$ cat config.mk
export PLATFORM = sky130hd
export DESIGN_NAME = date_set_ctrl
export DESIGN_NICKNAME = d
export VERILOG_FILES = /design/src/rtl/date_set_ctrl.sv
export SDC_FILE = /design/constraint.sdc
export NUM_CORES = 1
export LEC_CHECK = 0
export ABC_AREA = 1
export CAP_MARGIN = 10
export CORE_MARGIN = 4
export CORE_UTILIZATION = 54
export DETAILED_ROUTE_END_ITERATION = 7
export PLACE_DENSITY = 0.85
export SLEW_MARGIN = 15
export SYNTH_ARGS = -nofsm -noshare
export SYNTH_HDL_FRONTEND = slang
export SYNTH_SLANG_ARGS = --single-unit
$ cat constraint.sdc
create_clock -name clk -period 1.9 [get_ports clk]
set_input_delay 0.38 -clock clk [delete_from_list [all_inputs] [get_ports clk]]
set_output_delay 0.38 -clock clk [all_outputs]
set_load 0.01 [all_outputs]
$ cat src/rtl/date_set_ctrl.sv
// Date-setting front end: debounces the three watch buttons, walks the
// field-select FSM and issues one-cycle inc/dec strobes with hold-to-repeat.
//
//  state  | meaning
//  -------+-----------------------------------------------
//  NORMAL | date runs, no strobes, blink off
//  SET_Y  | up/down adjust year
//  SET_MO | up/down adjust month
//  SET_D  | up/down adjust day
module date_set_ctrl #(
    parameter int DEB_CYC    = 20,
    parameter int RPT_DELAY  = 500,
    parameter int RPT_PERIOD = 100,
    parameter int TIMEOUT    = 10000,
    parameter int BLINK_HALF = 250
) (
    input  logic       clk,
    input  logic       rst,
    input  logic       btn_mode,
    input  logic       btn_up,
    input  logic       btn_down,
    output logic       inc_y,
    output logic       inc_mo,
    output logic       inc_d,
    output logic       dec_y,
    output logic       dec_mo,
    output logic       dec_d,
    output logic       set_mode,
    output logic [1:0] sel,
    output logic       blink
);

    localparam int RPT_MAX = (RPT_DELAY > RPT_PERIOD) ? RPT_DELAY : RPT_PERIOD;
    localparam int DW = $clog2(DEB_CYC + 1);
    localparam int TW = $clog2(TIMEOUT + 1);
    localparam int RW = $clog2(RPT_MAX + 1);
    localparam int BW = $clog2(BLINK_HALF + 1);

    typedef enum logic [1:0] {
        NORMAL = 2'd0,
        SET_Y  = 2'd1,
        SET_MO = 2'd2,
        SET_D  = 2'd3
    } state_t;

    // bit 0 mode, bit 1 up, bit 2 down
    logic [2:0]    sync1, sync2, deb, deb_q;
    logic [DW-1:0] deb_cnt [3];
    logic [2:0]    press;

    state_t        state, state_nx;
    logic [TW-1:0] to_cnt;
    logic          rpt_act, rpt_dn, rpt_first;
    logic [RW-1:0] rpt_cnt, rpt_lim;
    logic [BW-1:0] blink_cnt;
    logic [5:0]    strb, strb_nx;

    logic in_set, any_press, up_l, dn_l;
    logic fire_up1, fire_dn1, rpt_hold_ok, fire_rpt, fire, fire_dn, st_chg;

    // Synchronize raw buttons and accept a new level only after DEB_CYC equal samples.
    always_ff @(posedge clk or negedge rst) begin
        if (!rst) begin
            sync1 <= '0;
            sync2 <= '0;
            deb   <= '0;
            deb_q <= '0;
            for (int i = 0; i < 3; i++) deb_cnt[i] <= '0;
        end else begin
            sync1 <= {btn_down, btn_up, btn_mode};
            sync2 <= sync1;
            deb_q <= deb;
            for (int i = 0; i < 3; i++) begin
                if (sync2[i] != deb[i]) begin
                    if (deb_cnt[i] >= DW'(DEB_CYC - 1)) begin
                        deb[i]     <= sync2[i];
                        deb_cnt[i] <= '0;
                    end else begin
                        deb_cnt[i] <= deb_cnt[i] + 1'b1;
                    end
                end else begin
                    deb_cnt[i] <= '0;
                end
            end
        end
    end

    assign press     = deb & ~deb_q;
    assign any_press = |press;
    assign up_l      = deb[1];
    assign dn_l      = deb[2];
    assign in_set    = (state != NORMAL);

    // Next state, strobe decisions and registered strobe values.
    always_comb begin
        state_nx    = state;
        strb_nx     = '0;
        fire_up1    = in_set && press[1] && !dn_l && !press[0];
        fire_dn1    = in_set && press[2] && !up_l && !press[0];
        rpt_hold_ok = rpt_act && !press[0] &&
                      (rpt_dn ? (dn_l && !up_l) : (up_l && !dn_l));
        rpt_lim     = rpt_first ? RW'(RPT_DELAY - 1) : RW'(RPT_PERIOD - 1);
        fire_rpt    = in_set && rpt_hold_ok && (rpt_cnt >= rpt_lim);
        fire        = fire_up1 || fire_dn1 || fire_rpt;
        fire_dn     = fire_dn1 || (fire_rpt && rpt_dn);

        if (press[0])
            state_nx = state_t'(state + 2'd1);
        else if (in_set && !any_press && !fire && to_cnt >= TW'(TIMEOUT - 1))
            state_nx = NORMAL;

        case (state)
            SET_Y:  begin strb_nx[0] = fire && !fire_dn; strb_nx[3] = fire && fire_dn; end
            SET_MO: begin strb_nx[1] = fire && !fire_dn; strb_nx[4] = fire && fire_dn; end
            SET_D:  begin strb_nx[2] = fire && !fire_dn; strb_nx[5] = fire && fire_dn; end
            default: strb_nx = '0;
        endcase
    end

    assign st_chg = (state_nx != state);

    // State register and registered strobes.
    always_ff @(posedge clk or negedge rst) begin
        if (!rst) begin
            state <= NORMAL;
            strb  <= '0;
        end else begin
            state <= state_nx;
            strb  <= strb_nx;
        end
    end

    // Idle timer: any press or strobe restarts it, as does every state change.
    always_ff @(posedge clk or negedge rst) begin
        if (!rst)
            to_cnt <= '0;
        else if (st_chg || any_press || fire || !in_set)
            to_cnt <= '0;
        else if (to_cnt < TW'(TIMEOUT))
            to_cnt <= to_cnt + 1'b1;
    end

    // Hold-to-repeat: armed by a first strobe, dropped on release, chord or mode.
    always_ff @(posedge clk or negedge rst) begin
        if (!rst) begin
            rpt_act   <= 1'b0;
            rpt_dn    <= 1'b0;
            rpt_first <= 1'b0;
            rpt_cnt   <= '0;
        end else if (st_chg) begin
            rpt_act   <= 1'b0;
            rpt_first <= 1'b0;
            rpt_cnt   <= '0;
        end else if (fire_up1 || fire_dn1) begin
            rpt_act   <= 1'b1;
            rpt_dn    <= fire_dn1;
            rpt_first <= 1'b1;
            rpt_cnt   <= '0;
        end else if (!rpt_hold_ok) begin
            rpt_act   <= 1'b0;
            rpt_first <= 1'b0;
            rpt_cnt   <= '0;
        end else if (fire_rpt) begin
            rpt_first <= 1'b0;
            rpt_cnt   <= '0;
        end else if (rpt_cnt < RW'(RPT_MAX)) begin
            rpt_cnt   <= rpt_cnt + 1'b1;
        end
    end

    // Blink restarts high on entry to any set state and is held low in NORMAL.
    always_ff @(posedge clk or negedge rst) begin
        if (!rst) begin
            blink_cnt <= '0;
            blink     <= 1'b0;
        end else if (st_chg && state_nx != NORMAL) begin
            blink_cnt <= '0;
            blink     <= 1'b1;
        end else if (state_nx == NORMAL) begin
            blink_cnt <= '0;
            blink     <= 1'b0;
        end else if (blink_cnt >= BW'(BLINK_HALF - 1)) begin
            blink_cnt <= '0;
            blink     <= ~blink;
        end else begin
            blink_cnt <= blink_cnt + 1'b1;
        end
    end

    assign {dec_d, dec_mo, dec_y, inc_d, inc_mo, inc_y} = strb;
    assign set_mode = in_set;
    assign sel      = state;

endmodule

## Word-level counts from Yosys, hierarchy flattened

Cells that the tools add are included.

- Register bits after elaboration: 70
- Output and inout port bits: 10
- Bits of input ports: 5

- Reduce and logical (&&, ||, !) cells: 42
- Add/sub/neg operators: 7
- Multiplexer cells: 36
- Magnitude comparators: 8
- Bitwise gates (word level): 4
- Eq/ne operators: 10

Operators by type and width:

| cell | number |
|---|---|
| $mux 9 | 6 |
| $mux 5 | 6 |
| $mux 14 | 2 |
| $mux 8 | 3 |
| $logic_and 1x1->1 | 19 |
| $mux 1 | 17 |
| $add 5x1->5 const B | 3 |
| $ge 5x5->1 const B | 3 |
| $add 14x1->14 const B | 1 |
| $ge 14x14->1 const B | 1 |
| $lt 14x14->1 const B | 1 |
| $add 9x1->9 const B | 1 |
| $ge 9x9->1 | 1 |
| $lt 9x9->1 const B | 1 |
| $add 8x1->8 const B | 1 |
| $ge 8x8->1 const B | 1 |
| $reduce_and 2->1 | 4 |
| $logic_not 1->1 | 7 |
| $logic_or 1x1->1 | 6 |
| $reduce_bool 2->1 | 3 |
| $ne 5x1->1 const B | 1 |
| $eq 2x2->1 const B | 2 |
| $mux 2 | 2 |
| $ne 4x1->1 const B | 1 |
| 11 further kinds | 14 |

## Longest topological paths before layout

Gate-level depths: netlist of run 1.

- Word-level depth: 18
- Gate-level depth with buffers: 14

## Worst setup path after synthesis of run 1

OpenSTA, ideal clock, no wires.

- Path type: flip-flop to flip-flop
- From: reg state[0] (netlist: sel[0])
- To: reg to_cnt[2]
- Path buffers: 1
- Cell stages (with the launch flop): 11
- Library setup time: 73 ps
- Setup slack: 100 ps
- Arrival: 1,727 ps
- Data required time: 1,827 ps
- Path through: dfrtp_1 inv_1 ha_1 nor2_1 nand2_2 nand4_2 nand2_2 nand2_2 nand4_2 buf_6 a21oi_2

- Cells in the longest elaborated chain, start to end: 16
- Elaborated cells on any way between the ends: 25
- Classes of those cells: add/sub (1); eq/ne (1); mux (3); reduce/logical (20)

Ends and longest elaborated chain:

| element | RTL line | text |
|---|---|---|
| from (decl) | 51 | `state_t state, state_nx;` |
| from (signal assigned) | 128 | `state <= state_nx;` |
| $reduce_bool 2->1 | 92 | `assign in_set = (state != NORMAL);` |
| $logic_and 1x1->1, on equally long branches (3 in series) | 98, 99 |  |
| $logic_or 1x1->1 (2 in series) | 104 | `fire = fire_up1 \|\| fire_dn1 \|\| fire_rpt;` |
| $logic_not 1->1 | 109 | `else if (in_set && !any_press && !fire && to_cnt >= TW'(TIMEOUT - 1))` |
| $logic_and 1x1->1 (2 in series) | 109 |  |
| $mux 2 | 109 |  |
| $mux 2 | 107 | `if (press[0])` |
| $ne 2x2->1 | 120 | `assign st_chg = (state_nx != state);` |
| $logic_or 1x1->1 (2 in series) | 137 | `else if (st_chg \|\| any_press \|\| fire \|\| !in_set)` |
| $logic_or 1x1->1 * | 137 |  |
| $mux 14 or $reduce_bool 2->1 (tied branches) | - |  |
| to (signal assigned) | 140 | `to_cnt <= to_cnt + 1'b1;` |
| to (decl) | 52 | `logic [TW-1:0] to_cnt;` |

Every way passes the cells marked *; elsewhere a longest branch is shown, timed or not.
A chain may end at the register's enable or synchronous reset.

## Worst setup path after layout of run 1

- From: reg rpt_first
- To: reg blink_cnt[5]

- Cells in the longest elaborated chain, start to end: 12
- Elaborated cells on any way between the ends: 15
- Classes of those cells: order compare (1); eq/ne (1); mux (5); reduce/logical (8)

Ends and longest elaborated chain:

| element | RTL line | text |
|---|---|---|
| from (decl) | 53 | `logic rpt_act, rpt_dn, rpt_first;` |
| from (signal assigned) | 148 | `rpt_first <= 1'b0;` |
| from (signal assigned) | 152 | `rpt_first <= 1'b0;` |
| from (signal assigned) | 157 | `rpt_first <= 1'b1;` |
| $mux 9 * | 102 | `rpt_lim = rpt_first ? RW'(RPT_DELAY - 1) : RW'(RPT_PERIOD - 1);` |
| $ge 9x9->1 * | 103 | `fire_rpt = in_set && rpt_hold_ok && (rpt_cnt >= rpt_lim);` |
| $logic_and 1x1->1 * | 103 |  |
| $logic_or 1x1->1 * | 104 |  |
| $logic_not 1->1 * | 109 |  |
| $logic_and 1x1->1 * (2 in series) | 109 |  |
| $mux 2 * | 109 |  |
| $mux 2 * | 107 |  |
| $logic_not 2->1, or another cell as far along | 179 | `end else if (state_nx == NORMAL) begin` |
| $mux 8 or $logic_and 1x1->1 (tied branches) | 179, 176 |  |
| $mux 8 * | 176 | `end else if (st_chg && state_nx != NORMAL) begin` |
| to (signal assigned) | 186 | `blink_cnt <= blink_cnt + 1'b1;` |
| to (decl) | 55 | `logic [BW-1:0] blink_cnt;` |

Marks and branches as above.

==> summary.md, run 1 <==
| Metric | Value |
|---|---|
| Outcome | `finished, violations left` |
| Failing checks | `negative setup slack` |
| Worst Setup Slack, final | `-0.137 ns` |
| Crit path required time | `2.13 ns` |
| Seq cells post-synth | `70` |
| RePlAce Congestion | `0.864` |
| Final Max Tran Viols | `0` |
| Global-route wire length before repair | `11.6 mm` |
| Syn Area/Cell | `8.90 um2` |
| Highest Signal Layer | `met4` |
| Residual DRC | `0` |
| # diodes | `0` |
| Top_reg_cell synth | `dfrtp_1` |
| Layout area overhead | `19.9%` |
| Drt first pass iters | `5` |
| Vias in the first global route | `2650` |
| Synth Instances | `398` |
| Share of synthesized registers carrying an async set or reset | `1.00` |
| Count of cell types in the netlist | `34` |
| Met2 Routed Length | `3.64 mm` |
| Critical path peak fanout | `8` |
| Routed via count | `2749` |
| CP Capture Type | `flop` |
| Max cap viols | `0` |
| Syn Std Cell Area | `3540 um2` |
| CP Data Arrival Time | `2.27 ns` |
| Most area-hungry cell type in the Yosys netlist | `dfrtp_1` |
| Core Box Area | `6350 um2` |
| Overall routing resource usage | `0.190` |
| Layout cell share with drive strength beyond 1 | `0.217` |
| Maximum clock insertion buffer count | `2` |
| Num rows | `29` |
| Yosys warnings | `0` |
| Slew headroom | `0.620` |
| Min-delay worst type | `in -> async` |
| I/O pin count | `15` |
| Setup crit start kind | `flop` |
| Crit share post-route | `1.07` |
| Initial core utilization | `0.558` |
| H-Tree Depth | `3` |
| Worst setup path start | `rpt_first` |
| Met3 wire len | `265 um` |
| Hpwl dp | `4.47 mm` |
| Max VDD drop | `0.481 mV` |
| Grt ovf | `0` |
| Total Wirelength | `7.23 mm` |
| Worst skew pair latency | `0.35 ns` |
| # nets final | `458` |
| Hold-fix buffers, CTS | `0` |
| Largest net degree at the start of global routing | `44` |
| Syn nets | `418` |
| Vias per cell | `5.30` |
| Minimum clock period after layout | `2.04 ns` |
| Pwr Density | `685 nW/um2` |
| FMAX | `491 MHz` |
| Synth top area share | `0.495` |
| Die Y | `89.0 um` |
| Die W | `89.0 um` |
| Register area share after synthesis | `0.495` |
| Drt first-iter violations | `155` |
| Die Footprint | `7920 um2` |
| Clk root buf | `clkbuf_8` |
| Avg WL per Cell | `13.9 um` |
| WS Path Type | `reg -> reg` |
| Endpoints failing setup | `34` |
| Num CTS Buffers | `9` |
| Initial antenna violation count | `0` |
| Worst flop-to-flop path startpoint | `rpt_first` |
| CTS tree | `done` |
| WL met1 | `3.13 mm` |
| Leakage | `1.98 nW` |
| I/O Buffers | `14` |
| Hold Violations, Final | `0` |
| Post-layout util | `0.668` |
| Synth top area cells | `dfrtp_1, nand2_1, inv_1` |
| Post-synth EDFFs | `0` |
| Worst Tran Pin Value | `0.570 ns` |
| RSZ-0062 raised after global routing | `true` |
| CTS clk-pin slew, worst paths | `0.07 ns` |
| Sink Count | `70` |
| Antenna Nets Post-Route | `0` |
| Pre-CTS WS | `-0.0118 ns` |
| Final setup skew | `0.00947 ns` |
-- through the flow --
step                total power [mW]  std cells  TNS, ns  hold slack [ns]  cell area, um2
finish                          2.91        519    -2.89           0.0197            4240
global route                    3.01        519    -5.81           0.0398            4240
CTS                             2.92        518  -0.0154           0.0207            4140
detailed placement              1.65        498  -0.0184            0.335            3860
global placement                1.64        498        0            0.334            3860
floorplan                       1.59        398        0           0.0844            3540
-- registers in the layout, indices dropped and copies added (netlist names) --
register   cells
deb            3
deb_q          3
to_cnt        14
sync1          3
rpt_first      1
blink          1
rpt_dn         1
strb           6
rpt_act        1
blink_cnt      8
deb_cnt       15
rpt_cnt        9
sync2          3
sel            2
-- power breakdown --
part | switching [mW] | total (mW) | internal, mW | leakage (nW)
Sequential | 0.0159 | 1.53 | 1.51 | 0.957
Clock | 0.559 | 1.29 | 0.731 | 0.0994
Combinational | 0.0582 | 0.0897 | 0.0315 | 0.927
Total | 0.633 | 2.91 | 2.27 | 1.98
-- synth_stat cells (4+ instances only) --
| master | count |
|---|---|
| nor2_4 | 4 |
| xnor2_1 | 9 |
| xor2_1 | 14 |
| nand2_2 | 8 |
| nand2_1 | 67 |
| a21oi_1 | 6 |
| o21ai_0 | 7 |
| nor2_2 | 21 |
| inv_1 | 57 |
| nand4_1 | 8 |
| ha_1 | 15 |
| nor2_1 | 52 |
| nand3_1 | 26 |
| dfrtp_1 | 70 |
-- routing by layer --
metal	up-vias	GRT usage
li1	1325	-
met1	1332	0.228
met2	73	0.330
met3	19	0.0488
met4	0	0.0731
met5	-	0
-- final cells by class --
| cell class | count | area (um2) |
|---|---|---|
| Multi-Input combinational cell | 268 | 1690 |
| Clock inverter | 4 | 72.6 |
| Timing Repair Buffer | 30 | 279 |
| Fill cell | 461 | 2110 |
| Sequential cell | 70 | 1750 |
| Inverter | 59 | 221 |
| Tap cell | 77 | 96.3 |
| Clock buffer | 11 | 131 |
-- kinds of logic (layout without fill, tap and decap cells) --
logic type	after synthesis	count (layout)	synth area share
mux	1	1	0.00283
fa+ha+maj	15	15	0.0530
flops	70	70	0.495
xor+xnor	23	23	0.0569
simple gates	208	209	0.293
compound gates	20	20	0.0332
buf+inv	61	104	0.0668
-- final timing paths --
kind	to	slack (ns)	depth (start not counted)
min	blink_cnt[2]	0.02	1
max	blink_cnt[5]	-0.14	14
max in group asynchronous	deb_cnt[8]	1.26	2
max reg2reg	blink_cnt[5]	-0.14	14
min in group clk	sync2[0]	0.35	0
min reg2reg	sync2[0]	0.35	0
-- worst max-delay path, cell delays in order (launching register included) --
cell,delay [ns]
dfrtp_1,0.39
inv_2,0.15
ha_4,0.24
nand2_2,0.06
nand2_2,0.06
nor2_2,0.12
nand2_1,0.08
nand3_2,0.12
nand4_4,0.12
nand2_4,0.11
nand3_4,0.09
nand2_4,0.14
nor2_4,0.07
nand3b_1,0.11
inv_1,0.06
-- cells in the final DEF (no fill, tap or decap), types with 9 or more instances in the layout --
cell,count
buf_4,14
inv_1,55
dfrtp_1,70
ha_1,12
xor2_1,14
clkbuf_8,9
nor2_1,50
clkdlybuf4s50_1,12
nand3_1,24
xnor2_1,9
nand2_1,63
nor2_2,22
-- what timing repair did --
action	in CTS	in global routing
pin swaps	5	4
buffers inserted	4	1
endpoints found under the setup margin	33	40
resized for setup	8	21
gates cloned	1	0
No activity file was read; power rests on OpenSTA's default activity.
==> run 2: changes to the inputs <==
Settings changed: CORE_UTILIZATION 54 to 57, DONT_BUFFER_PORTS from default to 1, SLEW_MARGIN 15 to default.
==> run 2 against run 1 <==
Effect of this change:
- the run ends with negative hold slack, negative setup slack left
- flip-flop and latch count unchanged
- utilization up 0.39 points
- power down 12%
- maximum frequency up 5.1%
- setup slack better by 0.098 ns
- worst hold slack worse by 0.30 ns
- register-to-register slack better by 0.098 ns
- critical path depth unchanged
- sequential power about the same
- clock power down 23%
- count of clock-buffer cells in the layout down 1
- critical endpoint is now rpt_cnt[6]
- largest cell class unchanged
==> summary.md, run 2 (synthesized netlist as in run 1, its figures left out) <==
| Metric | Value |
|---|---|
| Outcome | `finished, violations left` |
| Failing checks | `negative hold slack, negative setup slack` |
| Max reg flops | `15` |
| Endpoints failing setup | `19` |
| Pre-CTS WS | `-0.0201 ns` |
| Critical path peak fanout | `9` |
| Max VDD drop | `0.411 mV` |
| Commonest non-fill, non-tap cell in the layout | `dfrtp_1` |
| CTS clk-pin slew, worst paths | `0.07 ns` |
| Initial core utilization | `0.591` |
| Min-delay worst type | `in -> async` |
| Hold Violations, Final | `70` |
| Num CTS Buffers | `9` |
| Area of the multi-input gates | `1690 um2` |
| Flop2flop setup slack | `-0.04 ns` |
| Sink Count | `70` |
| # nets final | `438` |
| Highest-count cells in the layout ignoring fill and taps | `dfrtp_1, nand2_1, inv_1` |
| Hpwl dp | `4.19 mm` |
| Max cap viols | `0` |
| CP Capture Type | `flop` |
| Terminus of the critical flop-to-flop path | `rpt_cnt[6]` |
| WS Path Type | `reg -> reg` |
| CP Data Arrival Time | `2.16 ns` |
| # diodes | `0` |
| Crit path required time | `2.12 ns` |
| Register area | `1750 um2` |
| Die W | `86.8 um` |
| I/O Buffers | `0` |
| Global-route wire length before repair | `10.7 mm` |
| Vias per cell | `5.23` |
| Core Box Area | `5990 um2` |
| Die Footprint | `7540 um2` |
| Final Max Tran Viols | `0` |
| Die Y | `86.8 um` |
| Final setup skew | `0.0120 ns` |
| Crit share post-route | `1.02` |
| Slew headroom | `0.746` |
| CTS tree | `done` |
| FMAX | `516 MHz` |
| Vias in the first global route | `2555` |
| Largest regs | `deb_cnt: 15 flops, to_cnt: 14 flops, rpt_cnt: 9 flops` |
| Initial antenna violation count | `0` |
| I/O pin count | `15` |
| Residual DRC | `0` |
| Setup crit start kind | `flop` |
| Post-layout util | `0.672` |
| Worst Setup Slack, final | `-0.0394 ns` |
| Worst flop-to-flop path startpoint | `rpt_first` |
| Avg WL per Cell | `12.9 um` |
| Worst skew pair latency | `0.35 ns` |
| Maximum clock insertion buffer count | `2` |
| Hold WS | `-0.276 ns` |
| Num rows | `28` |
| Most flops, register | `deb_cnt` |
| Layout area overhead | `13.7%` |
| Total Wirelength | `6.40 mm` |
| Worst reg2reg path depth | `14` |
| Largest net degree at the start of global routing | `71` |
| RSZ-0062 raised after global routing | `true` |
| Routed via count | `2601` |
| Drt first-iter violations | `91` |
| Worst Tran Pin Value | `0.378 ns` |
| Grt ovf | `0` |
| Leakage | `1.89 nW` |
| # fillers | `446` |
| Minimum clock period after layout | `1.94 ns` |
| Clk root buf | `clkbuf_8` |
| Layout cell share with drive strength beyond 1 | `0.211` |
| RePlAce Congestion | `0.831` |
| Setup_tns | `-0.364 ns` |
| Placed cell areas | `3700 um2` |
| H-Tree Depth | `3` |
| Antenna Nets Post-Route | `0` |
| Fin area | `4030 um2` |
| Overall routing resource usage | `0.180` |
| Pwr Density | `637 nW/um2` |
| Drt first pass iters | `4` |
[run 2: layout make-up]
cell class / count / area share
well taps: 75 / 0.0233
multi-input cells: 267 / 0.420
repair buffers: 11 / 0.0280
clock inverters: 5 / 0.00683
inverters: 59 / 0.0550
clock buffers: 10 / 0.0317
flip-flops and latches: 70 / 0.435
[run 2: metrics by stage]
step | total power, mW | instances
after floorplan | 1.59 | 398
after global placement | 1.60 | 480
after detailed placement | 1.60 | 480
after CTS | 2.59 | 496
after global routing | 2.67 | 497
final | 2.56 | 497
[run 2: worst max-delay path by stage]
stage | cells after the start | to | start | slack [ns]
floorplan | 10 | to_cnt[2] | sel[0] | 0.1
global placement | 13 | to_cnt[3] | rpt_first | 0.08
detailed placement | 13 | to_cnt[3] | rpt_first | -0.02
CTS | 14 | rpt_cnt[6] | rpt_first | 0.006
global route | 14 | rpt_cnt[8] | rpt_first | -0.16
finish | 14 | rpt_cnt[6] | rpt_first | -0.04
[run 2: power breakdown]
| part | switching [mW] | leakage (nW) | internal [mW] |
|---|---|---|---|
| Clock | 0.531 | 0.0817 | 0.457 |
| Sequential | 0.0153 | 0.957 | 1.51 |
| Combinational | 0.0287 | 0.850 | 0.0204 |
[run 2: layer usage]
layer  share of wire  vias up  global-route usage
met5               0        -                   0
met4           0.015        0              0.0878
met3           0.047        9              0.0418
met2            0.52       61               0.308
met1            0.42     1248               0.213
li1                -     1283                   -
[run 2: what timing repair did]
action,CTS,global route
gates cloned,0,1
resized for setup,2,25
hold endpoints to repair,70,70
pin swaps,0,6
buffers inserted,1,0
endpoints found under the setup margin,5,32
[run 2: worst max-delay path, cell delays in order, from the launching register on]
cell and delay (ns):
dfrtp_1 0.38, inv_2 0.12, ha_4 0.22, nand2_2 0.05
nand2_2 0.06, nor2_2 0.09, nand2_1 0.07, nand3_2 0.12
nand4_4 0.12, nand2_4 0.11, nand3_4 0.11, nand2_8 0.12
nor2_4 0.05, nand2_4 0.15, nor2_2 0.05
